File: config.mk
export PLATFORM = sky130hd
export DESIGN_NAME = sub3_arb
export DESIGN_NICKNAME = d
export VERILOG_FILES = /design/src/rtl/sub3_pkg.sv /design/src/rtl/sub3_skid.sv /design/src/rtl/sub3_arb.sv
export SDC_FILE = /design/constraint.sdc
export NUM_CORES = 1
export LEC_CHECK = 0
export CORE_AREA = 3 3 62 122
export CTS_CLUSTER_SIZE = 25
export DETAILED_ROUTE_END_ITERATION = 8
export DIE_AREA = 0 0 65 125
export GPL_TIMING_DRIVEN = 0
export PLACE_DENSITY = 0.8
export SLEW_MARGIN = 5
export SYNTH_ARGS = -nofsm -noshare
export SYNTH_HDL_FRONTEND = slang
export SYNTH_SLANG_ARGS = --single-unit
export TNS_END_PERCENT = 10
File: constraint.sdc
create_clock -name clk -period 6.7 [get_ports clk]
set_clock_uncertainty 0.15 [all_clocks]
set_input_delay 1.34 -clock clk [delete_from_list [all_inputs] [get_ports clk]]
set_output_delay 1.34 -clock clk [all_outputs]
set_load 0.02 [all_outputs]
File: src/rtl/sub3_pkg.sv
// Shared types and helpers for the sub3 round-robin channel merger.
// Optional grant counters are enabled with SUB3_GNT_CNT_EN.
package sub3_pkg;

  localparam int GNT_CNT_W = 16;

  typedef enum logic {
    EMPTY = 1'b0,
    FULL  = 1'b1
  } out_state_e;

  function automatic int ch_w(input int n);
    return (n <= 2) ? 1 : $clog2(n);
  endfunction

endpackage

File: src/rtl/sub3_skid.sv
// Two-entry per-channel buffer: head/tail registers with occupancy count.
// Part of sub3_arb; SUB3_GNT_CNT_EN does not affect this module.
module sub3_skid #(
  parameter int W = 8
) (
  input  logic         clk,
  input  logic         rst,
  input  logic         push,
  input  logic         pop,
  input  logic [W-1:0] din,
  output logic         rdy,
  output logic         vld,
  output logic [W-1:0] dout
);

  logic [1:0]   cnt_reg;
  logic [W-1:0] head_reg;
  logic [W-1:0] tail_reg;
  logic         push_ok;
  logic         pop_ok;

  assign rdy     = (cnt_reg != 2'd2);
  assign vld     = (cnt_reg != 2'd0);
  assign dout    = head_reg;
  assign push_ok = push & rdy;
  assign pop_ok  = pop & vld;

  always_ff @(posedge clk or posedge rst) begin
    if (rst) begin
      cnt_reg  <= 2'd0;
      head_reg <= '0;
      tail_reg <= '0;
    end else begin
      case ({push_ok, pop_ok})
        2'b10: begin
          if (cnt_reg == 2'd0) head_reg <= din;
          else                 tail_reg <= din;
          cnt_reg <= cnt_reg + 2'd1;
        end
        2'b01: begin
          head_reg <= tail_reg;
          cnt_reg  <= cnt_reg - 2'd1;
        end
        2'b11: begin
          // Occupancy unchanged; the new beat goes behind whatever remains.
          if (cnt_reg == 2'd1) begin
            head_reg <= din;
          end else begin
            head_reg <= tail_reg;
            tail_reg <= din;
          end
        end
        default: ;
      endcase
    end
  end

endmodule

File: src/rtl/sub3_arb.sv
// Round-robin merger of N_CH buffered input channels into one registered output.
// Define SUB3_GNT_CNT_EN to add saturating per-channel grant counters (gnt_cnt).
module sub3_arb
  import sub3_pkg::*;
#(
  parameter int N_CH = 3,
  parameter int W    = 8,
  parameter int CH_W = ch_w(N_CH)
) (
  input  logic                   clk,
  input  logic                   rst,
  input  logic [N_CH-1:0]        in_vld,
  output logic [N_CH-1:0]        in_rdy,
  input  logic [0:N_CH-1][W-1:0] in_data,
  output logic                   out_vld,
  input  logic                   out_rdy,
  output logic [W-1:0]           out_data,
  output logic [CH_W-1:0]        out_ch
`ifdef SUB3_GNT_CNT_EN
  ,
  output logic [0:N_CH-1][GNT_CNT_W-1:0] gnt_cnt
`endif
);

  localparam logic [CH_W:0]   N_CH_EXT = (CH_W + 1)'(N_CH);
  localparam logic [CH_W-1:0] LAST_CH  = CH_W'(N_CH - 1);

  out_state_e      state_reg;
  logic [CH_W-1:0] rr_reg;
  logic [CH_W-1:0] rr_next;
  logic [W-1:0]    out_data_reg;
  logic [CH_W-1:0] out_ch_reg;

  logic [N_CH-1:0] buf_vld;
  logic [N_CH-1:0] pop;
  logic [W-1:0]    head_data [N_CH];

  logic            can_load;
  logic            found;
  logic [CH_W-1:0] win;
  logic [CH_W:0]   idx;

  for (genvar gi = 0; gi < N_CH; gi++) begin : g_ch
    sub3_skid #(.W(W)) u_skid (
      .clk  (clk),
      .rst  (rst),
      .push (in_vld[gi]),
      .pop  (pop[gi]),
      .din  (in_data[gi]),
      .rdy  (in_rdy[gi]),
      .vld  (buf_vld[gi]),
      .dout (head_data[gi])
    );
    assign pop[gi] = can_load & found & (win == CH_W'(gi));
  end

  assign can_load = (state_reg == EMPTY) | out_rdy;

  // First non-empty channel at or after rr, wrapping modulo N_CH.
  always_comb begin
    found = 1'b0;
    win   = '0;
    idx   = '0;
    for (int k = 0; k < N_CH; k++) begin
      idx = {1'b0, rr_reg} + (CH_W + 1)'(k);
      if (idx >= N_CH_EXT) idx = idx - N_CH_EXT;
      if (!found && buf_vld[idx[CH_W-1:0]]) begin
        found = 1'b1;
        win   = idx[CH_W-1:0];
      end
    end
  end

  assign rr_next = (win == LAST_CH) ? '0 : win + 1'b1;

  always_ff @(posedge clk or posedge rst) begin
    if (rst) begin
      state_reg    <= EMPTY;
      rr_reg       <= '0;
      out_data_reg <= '0;
      out_ch_reg   <= '0;
    end else if (can_load) begin
      if (found) begin
        state_reg    <= FULL;
        out_data_reg <= head_data[win];
        out_ch_reg   <= win;
        rr_reg       <= rr_next;
      end else begin
        state_reg <= EMPTY;
      end
    end
  end

  assign out_vld  = (state_reg == FULL);
  assign out_data = out_data_reg;
  assign out_ch   = out_ch_reg;

`ifdef SUB3_GNT_CNT_EN
  for (genvar gi = 0; gi < N_CH; gi++) begin : g_cnt
    logic [GNT_CNT_W-1:0] gnt_cnt_reg;
    always_ff @(posedge clk or posedge rst) begin
      if (rst)
        gnt_cnt_reg <= '0;
      else if (pop[gi] && (gnt_cnt_reg != '1))
        gnt_cnt_reg <= gnt_cnt_reg + 1'b1;
    end
    assign gnt_cnt[gi] = gnt_cnt_reg;
  end
`endif

endmodule

==> results.sh <==
export IMPL_outcome="complete, no violations"
export IMPL_port_buffers=43
export IMPL_clock_path_buffers=2
export IMPL_crit_start="g_ch[2].u_skid.cnt_reg[0]$_DFFE_PP0P_"
export IMPL_grt_pass1_wl_um=14300
export IMPL_ant_nets=0
export IMPL_rows=42
export IMPL_cts_repair_resize_count=0
export IMPL_nets=465
export IMPL_peakVddDrop_v=0.0002941
export IMPL_hpwlAfterDp_um=6447
export IMPL_pre_cts_slack_ps=1921
export IMPL_synth_simple_area_share_pct=9.334
export IMPL_async_reset_ff_share_pct=100.0
export IMPL_setup_viol=0
export IMPL_drv_cap=0
export IMPL_drt_initial_drc_count=100
export IMPL_cts_hold_fix_buffers=0
export IMPL_fin_tns_setup_ps=0
export IMPL_synth_fa_ha_area_share_pct=7.507
export IMPL_startpoint_type="register"
export IMPL_synth_seq_cells=67
export IMPL_synthMuxAreaShare_pct=11.98
export IMPL_critPathCaptureType="register"
export IMPL_clkSinkCount=67
export IMPL_die_area_um2=8125
export IMPL_hold_start="g_ch[1].u_skid.dout[2]$_DFFE_PP0P_"
export IMPL_die_x_um=65
export IMPL_num_vias=2993
export IMPL_r2r_start="g_ch[2].u_skid.cnt_reg[0]$_DFFE_PP0P_"
export IMPL_num_antenna_cells=0
export IMPL_synth_edf_count=0
export IMPL_die_h_um=125
export IMPL_grt_pass1_vias=3081
export IMPL_drc=0
export IMPL_ys_flop_type="dfrtp_1"
export IMPL_arrival_ps=4690
export IMPL_grt_max_degree=68
export IMPL_clk_pin_slew_worst_paths_ps=50
export IMPL_fin_cells=504
export IMPL_rsz0062_at_grt="false"
export IMPL_fin_crit_sh_pct=69.10
export IMPL_drtPass1Iterations=5
export IMPL_grt_use_total_pct=22.97
export IMPL_crit_path_max_fanout=10
export IMPL_total_power_w=0.002652
export IMPL_slew_viol_final=0
export IMPL_syn_inst=358
export IMPL_fp_coreArea_um2=6674
export IMPL_vias_per_cell=5.938
export IMPL_synthXorXnorAreaFrac_pct=1.371
export IMPL_finalHoldViolCount=0
export IMPL_dp_cells=489
export IMPL_synth_compound_area_share_pct=21.25
export IMPL_yosysWarnings=0
export IMPL_fin_ws_ps=2070
export IMPL_power_density_nw_per_um2=565.1
export IMPL_antenna_found_initial=0
export IMPL_synth_top_family_by_area="compound AO/OA/AOI/OAI gates"
export IMPL_p_leak_nw=2.082
export IMPL_syn_to_final_growth_pct=22.42
export IMPL_cts_buffers=9
export IMPL_post_cts_buffers=0
export IMPL_synthesis_nets=411
export IMPL_ys_seq_area_share_pct=43.73
export IMPL_path_buf_inv=5
export IMPL_root_buffer="clkbuf_16"
export IMPL_path_cells="inv_1 -> ha_1 -> clkbuf_1 -> o21ai_0 -> a311oi_1 -> a2111oi_2 -> buf_2 -> nand3_1 -> inv_1 -> ha_1 -> and2_1 -> clkbuf_1 -> a211oi_1 -> mux2_2"
export IMPL_ys_types=46
export IMPL_synth_area_um2=3834
export IMPL_path_delay_family="compound AO/OA/AOI/OAI gates"
export IMPL_max_clock_freq_mhz=216.0
export IMPL_syn_area_per_cell_um2=10.71
export IMPL_start_util_pct=57.44
export IMPL_min_period_ps=4630
export IMPL_ios=44
export IMPL_worstSetupPathType="register to register"
export IMPL_worstPathRequired_ps=6770
export IMPL_cts_htree_levels=3
export IMPL_hold_class="register to register"
export IMPL_max_stage_delay_ps=1040
export IMPL_nFillCells=524
export IMPL_routabilityCongestion=0.8293
export IMPL_slowest_stage="a211oi_1"
export IMPL_tightest_slew_ps=1226
export IMPL_wl_per_cell_um=17.30
export IMPL_totalWireLength_um=8717
export IMPL_final_layout_size_suffix_gt1_share_pct=14.42
export IMPL_slew_headroom_pct=17.79
export IMPL_grt_overflow=0
export IMPL_cts_tree="yes"
export IMPL_clk_latency_ps=330
synthesized netlist by cell type (12+ instances only):
cell type  instances  area [um2]
mux2_2            31       349.1
nor2_1            15       56.30
a22oi_1           15       112.6
o21ai_0           16       80.08
nor2b_1           17       106.4
a21o_1            12       90.09
nand2_1           20       75.07
dfrtp_1           67        1677
inv_1             24       90.09
ha_1              23       287.8
clkbuf_1          13       48.80
a221o_1           16       160.2
report_power, final:
| part | internal, W | total (W) | switching (W) |
|---|---|---|---|
| Clock | 0.000332 | 0.000501 | 0.000169 |
| Combinational | 0.000658 | 0.00142 | 0.000758 |
| Sequential | 0.000607 | 0.000734 | 0.000128 |
final cells by class:
type	count	area, um2	area share (%)
multi-input cells	246	1972	42.02
flip-flops and latches	67	1677	35.72
repair buffers	43	430.4	9.171
clock buffers	10	239.0	5.092
well taps	88	110.1	2.346
plain buffers	21	95.09	2.026
inverters	24	92.59	1.973
clock inverters	5	77.57	1.653
routing by layer:
layer / GRT usage, % / routed length (um) / up-vias
li1: - / - / 1416
met1: 24.66 / 3230 / 1491
met2: 41.43 / 4950 / 60
met3: 4.847 / 257 / 26
met4: 10.85 / 279 / 0
met5: 0 / 0 / -
through the flow:
step / util (%) / hold slack (ps) / instance area (um2)
2_1_floorplan: - / 298.3 / 3834
6_report: 70.32 / 346.6 / 4693
4_1_cts: 70.32 / 343.1 / 4693
3_5_place_dp: 65.58 / 321.6 / 4377
5_1_grt: 70.32 / 357.5 / 4693
3_3_place_gp: 65.54 / 325.0 / 4374
cells by family after synthesis:
logic type,count (synthesis)
flops,67
simple gates,70
buf+inv,45
compound gates,105
xor+xnor,6
mux,42
fa+ha+maj,23
worst min-delay path, cell delays in order, from the launching register on:
cell,delay (ps)
dfrtp_1,340
nand2_1,60
o31ai_1,60
cells in the final DEF, fill, tap and decap left out, types with 4 or more instances in the layout:
master           netlist  routed
a21oi_1               11      11
nor2b_1               17      17
nor2_1                15      15
clkbuf_16              0       9
a21o_1                12      12
a221o_1               16      16
ha_1                  23      23
nand2_1               20      20
clkbuf_1              13      13
o31ai_1               10      10
o21ai_0               16      16
mux2i_1               11      11
xnor2_1                6       6
mux2_2                31      31
nand3_1                4       4
a22oi_1               15      15
inv_1                 24      23
clkdlybuf4s50_1        0      43
dfrtp_1               67      67
a221oi_1               8       8
and2_1                 4       4
final timing paths:
path / endpoint / slack [ps] / cells after the start
worst min-delay path: g_ch[1].u_skid.dout[2]$_DFFE_PP0P_ / 350 / 2
worst max register to register: g_ch[1].u_skid.tail_reg[3]$_DFFE_PP0P_ / 2070 / 14
min in group asynchronous: g_ch[2].u_skid.cnt_reg[1]$_DFFE_PP0P_ / 1380 / 2
max in group asynchronous: g_ch[1].u_skid.tail_reg[2]$_DFFE_PP0P_ / 4470 / 2
worst min register to register: g_ch[1].u_skid.dout[2]$_DFFE_PP0P_ / 350 / 2
worst max-delay path: g_ch[1].u_skid.tail_reg[3]$_DFFE_PP0P_ / 2070 / 14
(Power assumes the default switching activity.)
